### config.mk
export PLATFORM = sky130hd
export DESIGN_NAME = aesl_deadlock_report_collector_flat
export DESIGN_NICKNAME = d
export VERILOG_FILES = /design/src/rtl/aesl_deadlock_report_collector_pkg.sv /design/src/rtl/aesl_deadlock_report_collector_if.sv /design/src/rtl/aesl_deadlock_report_collector_stable_window_counter.sv /design/src/rtl/aesl_deadlock_report_collector.sv /design/src/flat_wrapper.sv
export SDC_FILE = /design/constraint.sdc
export NUM_CORES = 1
export LEC_CHECK = 0
export CELL_PAD_IN_SITES_DETAIL_PLACEMENT = 1
export CELL_PAD_IN_SITES_GLOBAL_PLACEMENT = 1
export CORE_ASPECT_RATIO = 0.7
export CORE_UTILIZATION = 42
export DETAILED_ROUTE_END_ITERATION = 10
export DONT_BUFFER_PORTS = 1
export PLACE_DENSITY_LB_ADDON = 0.1
export RECOVER_POWER = 50
export SYNTH_ARGS = -nofsm -noshare
export SYNTH_HDL_FRONTEND = slang
export SYNTH_HIERARCHICAL = 1
export SYNTH_SLANG_ARGS = --single-unit
### constraint.sdc
create_clock -name clock -period 2.05 [get_ports clock]
set_input_delay 0.3075 -clock clock [delete_from_list [all_inputs] [get_ports clock]]
set_output_delay 0.3075 -clock clock [all_outputs]
set_load 0.01 [all_outputs]
### src/rtl/aesl_deadlock_report_collector_pkg.sv
// ---------------------------------------------------------------------------
// aesl_deadlock_pkg
//   Shared types and constants for the deadlock report collector slice.
//   - dl_state_e  : collector FSM states (IDLE/ARMING/REPORT/HOLD)
//   - BLOCK_CODE_W: width of one axis channel's block code
//   - dl_report_t : report record {info, ts} at the default build widths
//   - infoWidth() : info bus width for a given number of axis channels
// ---------------------------------------------------------------------------
package aesl_deadlock_pkg;

  localparam int BLOCK_CODE_W = 2;
  localparam int DEF_NUM_AXIS = 2;
  localparam int DEF_TS_W     = 32;

  typedef enum logic [1:0] {
    IDLE   = 2'd0,
    ARMING = 2'd1,
    REPORT = 2'd2,
    HOLD   = 2'd3
  } dl_state_e;

  typedef struct packed {
    logic [BLOCK_CODE_W*DEF_NUM_AXIS-1:0] info;
    logic [DEF_TS_W-1:0]                  ts;
  } dl_report_t;

  // Each axis channel contributes one block code to the info bus.
  function automatic int infoWidth(input int numAxis);
    return BLOCK_CODE_W * numAxis;
  endfunction

endpackage

### src/rtl/aesl_deadlock_report_collector_if.sv
// ---------------------------------------------------------------------------
// aesl_deadlock_report_collector_if
//   Bundles the monitor-facing inputs and the logger-facing report channel.
//   slave  : the collector (consumes block/info, sources the report)
//   master : the harness side (drives block/info/ready, sinks the report)
//   Signals:
//     block, axis_block_info  monitor block flag and per-channel codes
//     report_valid/ready      report handshake
//     report_info, report_ts  confirmed deadlock snapshot and window start
// ---------------------------------------------------------------------------
interface aesl_deadlock_report_collector_if #(
  parameter int NUM_AXIS = 2,
  parameter int TS_W     = 32
);
  import aesl_deadlock_pkg::*;

  localparam int INFO_W = infoWidth(NUM_AXIS);

  logic              block;
  logic [INFO_W-1:0] axis_block_info;
  logic              report_valid;
  logic              report_ready;
  logic [INFO_W-1:0] report_info;
  logic [TS_W-1:0]   report_ts;

  modport slave (
    input  block, axis_block_info, report_ready,
    output report_valid, report_info, report_ts
  );

  modport master (
    output block, axis_block_info, report_ready,
    input  report_valid, report_info, report_ts
  );

endinterface

### src/rtl/aesl_deadlock_report_collector_stable_window_counter.sv
// ---------------------------------------------------------------------------
// aesl_stable_window_counter
//   Tracks how long the current block pattern has been stable.
//   Ports:
//     clock, reset    clock and synchronous active-high reset
//     capture_i       start a fresh window on info_i / ts_i
//     count_i         blocked cycle inside an armed window
//     clear_i         drop the window count to zero
//     info_i, ts_i    current info pattern and timestamp
//     snapNext_o      pattern the window will hold after this cycle
//     t0Next_o        window start timestamp after this cycle
//     changed_o       info_i differs from the held pattern
//     reached_o       window length reaches THRESH this cycle
// ---------------------------------------------------------------------------
module aesl_stable_window_counter #(
  parameter int INFO_W = 4,
  parameter int TS_W   = 32,
  parameter int THRESH = 16
) (
  input  logic              clock,
  input  logic              reset,
  input  logic              capture_i,
  input  logic              count_i,
  input  logic              clear_i,
  input  logic [INFO_W-1:0] info_i,
  input  logic [TS_W-1:0]   ts_i,
  output logic [INFO_W-1:0] snapNext_o,
  output logic [TS_W-1:0]   t0Next_o,
  output logic              changed_o,
  output logic              reached_o
);

  // Wide enough to hold THRESH itself; the count saturates there.
  localparam int              CNT_W   = $clog2(THRESH + 1);
  localparam logic [CNT_W-1:0] CNT_MAX = CNT_W'(THRESH);
  localparam logic [CNT_W-1:0] CNT_ONE = CNT_W'(1);

  logic [INFO_W-1:0] snap_q, snap_d;
  logic [TS_W-1:0]   t0_q, t0_d;
  logic [CNT_W-1:0]  stableCnt_q, stableCnt_d;

  assign changed_o = (info_i != snap_q);

  // Next-window computation: a change of pattern inside an armed window
  // restarts the window exactly like an explicit capture does, so the
  // reported timestamp is always the first cycle of the final stable run.
  always_comb begin
    snap_d      = snap_q;
    t0_d        = t0_q;
    stableCnt_d = stableCnt_q;
    if (clear_i) begin
      stableCnt_d = '0;
    end else if (capture_i || (count_i && changed_o)) begin
      snap_d      = info_i;
      t0_d        = ts_i;
      stableCnt_d = CNT_ONE;
    end else if (count_i && (stableCnt_q != CNT_MAX)) begin
      stableCnt_d = stableCnt_q + CNT_ONE;
    end
  end

  assign reached_o  = (capture_i || count_i) && !clear_i && (stableCnt_d >= CNT_MAX);
  assign snapNext_o = snap_d;
  assign t0Next_o   = t0_d;

  // Window registers.
  always_ff @(posedge clock) begin
    if (reset) begin
      snap_q      <= '0;
      t0_q        <= '0;
      stableCnt_q <= '0;
    end else begin
      snap_q      <= snap_d;
      t0_q        <= t0_d;
      stableCnt_q <= stableCnt_d;
    end
  end

endmodule

### src/rtl/aesl_deadlock_report_collector.sv
// ---------------------------------------------------------------------------
// aesl_deadlock_report_collector
//   Sink end of one deadlock monitor. Filters transient stalls: a report is
//   raised only once the same block pattern has persisted THRESH cycles,
//   and it is then timestamped and offered to the logger over valid/ready.
//   Ports:
//     clock, reset    clock and synchronous active-high reset
//     clear_sticky    one-cycle pulse clearing deadlock_seen
//     deadlock_seen   sticky: at least one report was raised
//     report_count    accepted reports, saturating
//     bus (slave)     block/axis_block_info in; report_valid/ready,
//                     report_info, report_ts
// ---------------------------------------------------------------------------
module aesl_deadlock_report_collector
  import aesl_deadlock_pkg::*;
#(
  parameter int NUM_AXIS = 2,
  parameter int THRESH   = 16,
  parameter int TS_W     = 32,
  parameter int CNT_W    = 8
) (
  input  logic                                   clock,
  input  logic                                   reset,
  input  logic                                   clear_sticky,
  output logic                                   deadlock_seen,
  output logic [CNT_W-1:0]                       report_count,
  aesl_deadlock_report_collector_if.slave        bus
);

  localparam int               INFO_W  = infoWidth(NUM_AXIS);
  localparam logic [TS_W-1:0]  TS_ONE  = TS_W'(1);
  localparam logic [CNT_W-1:0] RC_ONE  = CNT_W'(1);
  localparam logic [CNT_W-1:0] RC_SAT  = '1;

  dl_state_e         state_q;
  logic [TS_W-1:0]   tsCnt_q;
  logic              reportValid_q;
  logic [INFO_W-1:0] reportInfo_q;
  logic [TS_W-1:0]   reportTs_q;
  logic              seen_q;
  logic [CNT_W-1:0]  reportCount_q;

  logic              capture;
  logic              count;
  logic              clear;
  logic              changed;
  logic              reached;
  logic              enterReport;
  logic [INFO_W-1:0] snapNext;
  logic [TS_W-1:0]   t0Next;

  // A window opens from IDLE on any block, or from HOLD when a different
  // pattern shows up (a new episode). While armed, every blocked cycle
  // counts; losing block abandons the window.
  assign capture     = bus.block && ((state_q == IDLE) || ((state_q == HOLD) && changed));
  assign count       = bus.block && (state_q == ARMING);
  assign clear       = !bus.block && ((state_q == ARMING) || (state_q == HOLD));
  assign enterReport = reached && ((state_q == IDLE) || (state_q == ARMING));

  aesl_stable_window_counter #(
    .INFO_W (INFO_W),
    .TS_W   (TS_W),
    .THRESH (THRESH)
  ) u_window (
    .clock      (clock),
    .reset      (reset),
    .capture_i  (capture),
    .count_i    (count),
    .clear_i    (clear),
    .info_i     (bus.axis_block_info),
    .ts_i       (tsCnt_q),
    .snapNext_o (snapNext),
    .t0Next_o   (t0Next),
    .changed_o  (changed),
    .reached_o  (reached)
  );

  // Collector FSM with registered outputs. The report payload is loaded on
  // REPORT entry and then frozen, so block/info activity during an
  // outstanding report cannot disturb it. A new-episode capture from HOLD
  // always goes through ARMING, even for a one-cycle threshold.
  always_ff @(posedge clock) begin
    if (reset) begin
      state_q       <= IDLE;
      tsCnt_q       <= '0;
      reportValid_q <= 1'b0;
      reportInfo_q  <= '0;
      reportTs_q    <= '0;
      seen_q        <= 1'b0;
      reportCount_q <= '0;
    end else begin
      tsCnt_q <= tsCnt_q + TS_ONE;

      case (state_q)
        IDLE: begin
          if (bus.block) begin
            state_q <= reached ? REPORT : ARMING;
          end
        end
        ARMING: begin
          if (!bus.block) begin
            state_q <= IDLE;
          end else if (reached) begin
            state_q <= REPORT;
          end
        end
        REPORT: begin
          if (bus.report_ready) begin
            state_q       <= HOLD;
            reportValid_q <= 1'b0;
            if (reportCount_q != RC_SAT) begin
              reportCount_q <= reportCount_q + RC_ONE;
            end
          end
        end
        HOLD: begin
          if (!bus.block) begin
            state_q <= IDLE;
          end else if (changed) begin
            state_q <= ARMING;
          end
        end
        default: state_q <= IDLE;
      endcase

      // Setting the sticky flag takes priority over a coincident clear.
      if (enterReport) begin
        reportValid_q <= 1'b1;
        reportInfo_q  <= snapNext;
        reportTs_q    <= t0Next;
        seen_q        <= 1'b1;
      end else if (clear_sticky) begin
        seen_q <= 1'b0;
      end
    end
  end

  assign bus.report_valid = reportValid_q;
  assign bus.report_info  = reportInfo_q;
  assign bus.report_ts    = reportTs_q;
  assign deadlock_seen    = seen_q;
  assign report_count     = reportCount_q;

endmodule
### src/flat_wrapper.sv
// flat-port wrapper written by rule: the top's interface ports become plain ports
module aesl_deadlock_report_collector_flat import aesl_deadlock_pkg::*;
#(
  parameter int NUM_AXIS = 2,
  parameter int THRESH   = 16,
  parameter int TS_W     = 32,
  parameter int CNT_W    = 8
)
  (clock, reset, clear_sticky, deadlock_seen, report_count, bus_block, bus_axis_block_info, bus_report_ready, bus_report_valid, bus_report_info, bus_report_ts);
  aesl_deadlock_report_collector_if #(.NUM_AXIS(NUM_AXIS), .TS_W(TS_W)) bus_i ();
  input  logic clock;
  input  logic reset;
  input  logic clear_sticky;
  output logic deadlock_seen;
  output logic [CNT_W-1:0] report_count;
  input wire logic [$bits(bus_i.block)-1:0] bus_block;
  input wire logic [$bits(bus_i.axis_block_info)-1:0] bus_axis_block_info;
  input wire logic [$bits(bus_i.report_ready)-1:0] bus_report_ready;
  output wire logic [$bits(bus_i.report_valid)-1:0] bus_report_valid;
  output wire logic [$bits(bus_i.report_info)-1:0] bus_report_info;
  output wire logic [$bits(bus_i.report_ts)-1:0] bus_report_ts;
  assign bus_i.block = bus_block;
  assign bus_i.axis_block_info = bus_axis_block_info;
  assign bus_i.report_ready = bus_report_ready;
  assign bus_report_valid = bus_i.report_valid;
  assign bus_report_info = bus_i.report_info;
  assign bus_report_ts = bus_i.report_ts;
  aesl_deadlock_report_collector #(.NUM_AXIS(NUM_AXIS), .THRESH(THRESH), .TS_W(TS_W), .CNT_W(CNT_W)) u_core (.clock(clock), .reset(reset), .clear_sticky(clear_sticky), .deadlock_seen(deadlock_seen), .report_count(report_count), .bus(bus_i));
endmodule
==> reports/metrics.csv <==
metric,value,unit
synth_top_area_share,47.8,%
synth.area.top_cells,"dfxtp_1, a21oi_1, nand2_1, nand3_1, o21ai_0",
busiest_layer,met2,
p_leak,2.46,nW
use_met1,29.7,%
grt_max_degree,120,
whs,-0.0384,ns
min_period_over_period,103,%
gp_congestion,0.786,
grtUsageTotal,25.8,%
endpoint_kind,flip-flop,
synthToLayoutAreaGrowth,29.3,%
crit_path_start_kind,flip-flop,
syn_nets,637,
rsz0062_at_grt,yes,
drtIter0Drc,236,
required,2.40,ns
ys.warnings.count,6,
num_rows,33,
grt.met2_usage,44.7,%
die_w,133,um
antenna_found_initial,0,
synth_edf_count,0,
grt_pass1_wl,24.8,mm
tns,-0.648,ns
ys_seq_area_share,47.8,%
final_area,6550,sq um
synthDistinctLibCells,48,
synthTopCellsByCount,"dfxtp_1, nand2_1, a21oi_1, nand3_1, o21ai_0",
hold_path.class,in -> reg,
final-max-slew-violation-count,0,
violations,"hold timing, setup timing",
crit_arrival,2.46,ns
path_max_fanout,7,
max_freq,0.475,GHz
power_density,925,nW/um^2
cts-hold-fix-buffers,16,
yosysTopAreaCell,dfxtp_1,
drt_pre_antenna_iters,4,
hold_viol_final,64,
worstHoldStart,reset,
fin_crit,2.11,ns
dp_hpwl,8.81,mm
drive_above_1_share,17.6,%
grt_remaining_overflow,0,
ys_seq_elements,121,
vias_per_cell,5.77,
ios,55,
diodes,0,
vias,4826,
tightest_slew,0.603,ns
peakVddDrop,0.000680,V
outcome,"complete, but fails checks",
grt_pass1_vias,5044,
clk_latency,0.42,ns
cts_root_buf,clkbuf_16,
tritoncts,done,
dp_cells,785,
port_buffers,0,
r2r-start,u_core/u_window/snap_q[1]$_SDFF_PP0_,
initial_core_util,43.2,%
drcViolationCount,0,
crit_start,u_core/u_window/snap_q[1]$_SDFF_PP0_,
postLayoutSetupSlackWorst,-0.0567,ns
yosysMostFrequentCell,dfxtp_1,
met3_usage,6.36,%
htreeDepth,4,
fin_nets,680,
slew_headroom,59.5,%
drt-total-wl,16.0,mm
post-place-ws,-0.0910,ns
die_y,93.9,um
core_area,11700,sq um
cts_sinks,121,
netlist_area,5070,sq um
wire_per_inst,19.1,um
fin_cells,837,
cts_max_path_buffers,2,
max_cap_viol_count,0,
synthFlopType,dfxtp_1,
fin_worst_skew,0.00958,ns
syn_avg_cell_area,8.12,sq um
ant_nets,0,
async_flop_share,0,%
synth_cells,624,
place_area,5470,sq um
setup_viol,21,
path_clk_slew,0.06,ns
cts_buffers,17,
dieArea,12500,sq um
path_class,reg -> reg,
-- worst max-delay path: stages (launching register included) --
cell     delay, ns
dfxtp_1       0.37
xnor2_2       0.13
nand4_1       0.20
nand3_1       0.16
a21oi_2       0.09
a21oi_2       0.16
and3_4        0.22
inv_2         0.05
nor2_4        0.18
buf_12        0.15
buf_16        0.13
nand2_1       0.08
a21oi_2       0.12
-- state kept, by name (all words and copies together), names as in the netlist --
signal and flops:
u_core/bus.report_ts 32, u_core/tsCnt_q 32, u_core/u_window/t0_q 32, u_core/report_count 8
u_core/u_window/stableCnt_q 5, u_core/bus.report_info 4, u_core/u_window/snap_q 4, u_core/state_q 2
u_core/bus.report_valid 1, u_core/deadlock_seen 1
-- routing by layer --
metal / up-vias / routed length [um]
met5: - / 0
met4: 0 / 410
met3: 33 / 634
met2: 95 / 8030
met1: 2413 / 6920
li1: 2285 / -
-- metrics by stage --
| stage | utilization, % | total power, W |
|---|---|---|
| final | 55.9 | 0.00606 |
| after global placement | 46.7 | 0.00261 |
| after floorplan | - | 0.00256 |
| after CTS | 54.8 | 0.00611 |
| after global routing | 55.9 | 0.00622 |
| after detailed placement | 46.7 | 0.00262 |
-- power breakdown --
group | switching (W) | internal [W]
clock network | 0.00105 | 0.00241
logic | 0.000119 | 0.0000952
registers | 0.0000133 | 0.00237
total | 0.00119 | 0.00487
-- cell type report --
cell class,instances,area [sq um]
flip-flops and latches,121,2420
fillers,1382,5170
clock inverters,7,185
clock buffers,25,495
repair buffers,63,609
inverters,11,41.3
well taps,157,196
multi-input cells,453,2600
-- placed cells by master (no fill, tap or decap), types with 2 or more instances in the layout --
cell type and n:
o31ai_1 8, nor3_1 5, clkbuf_8 4, mux2i_1 3
buf_4 35, a211oi_1 3, mux2_2 4, nor2_1 29
and4_1 4, xnor2_2 4, nor2b_1 7, or3_1 10
buf_12 5, buf_6 2, dfxtp_1 120, clkbuf_16 18
nand3_1 41, nand2_2 5, bufinv_16 6, nand2_1 110
or4_4 2, nand4_2 2, nand2b_1 7, clkbuf_1 7
xnor2_1 11, nand4_1 13, nand3_2 3, inv_1 10
ha_1 3, a31oi_1 2, a21oi_1 79, or4_1 7
xor2_1 6, o21ai_0 29, o21ai_1 16, a21oi_2 15
dlygate4sd3_1 16
-- final timing paths --
| path | endpoint | slack (ns) | depth (start not counted) |
|---|---|---|---|
| min reg2reg | u_core/u_window/t0_q[26]$_SDFF_PP0_ | 0.47 | 2 |
| min | u_core/bus.report_ts[29]$_SDFFE_PP0P_ | -0.04 | 1 |
| max reg2reg | u_core/bus.report_ts[15]$_SDFFE_PP0P_ | -0.06 | 12 |
| max | u_core/bus.report_ts[15]$_SDFFE_PP0P_ | -0.06 | 12 |
-- logic make-up (layout without fill, tap and decap cells) --
| group | count (synthesis) | after routing | share of synthesized area, % |
|---|---|---|---|
| buffers and inverters | 50 | 106 | 4.27 |
| AND/OR/NAND/NOR | 258 | 258 | 24.3 |
| adder cells (fa/ha/maj) | 4 | 4 | 0.988 |
| AO/OA/AOI/OAI | 163 | 163 | 17.5 |
| flip-flops | 121 | 121 | 47.8 |
| XOR/XNOR | 21 | 21 | 3.63 |
| multiplexers | 7 | 7 | 1.48 |
-- timing repair --
action / CTS / global route
cloned: 1 / 1
buffers inserted: 2 / 0
pin swaps: 2 / 10
setup endpoints to repair: 39 / 49
endpoints found under the hold margin: 115 / 99
gates resized for setup: 14 / 38
Note: power is estimated with default switching activity, not from simulation.
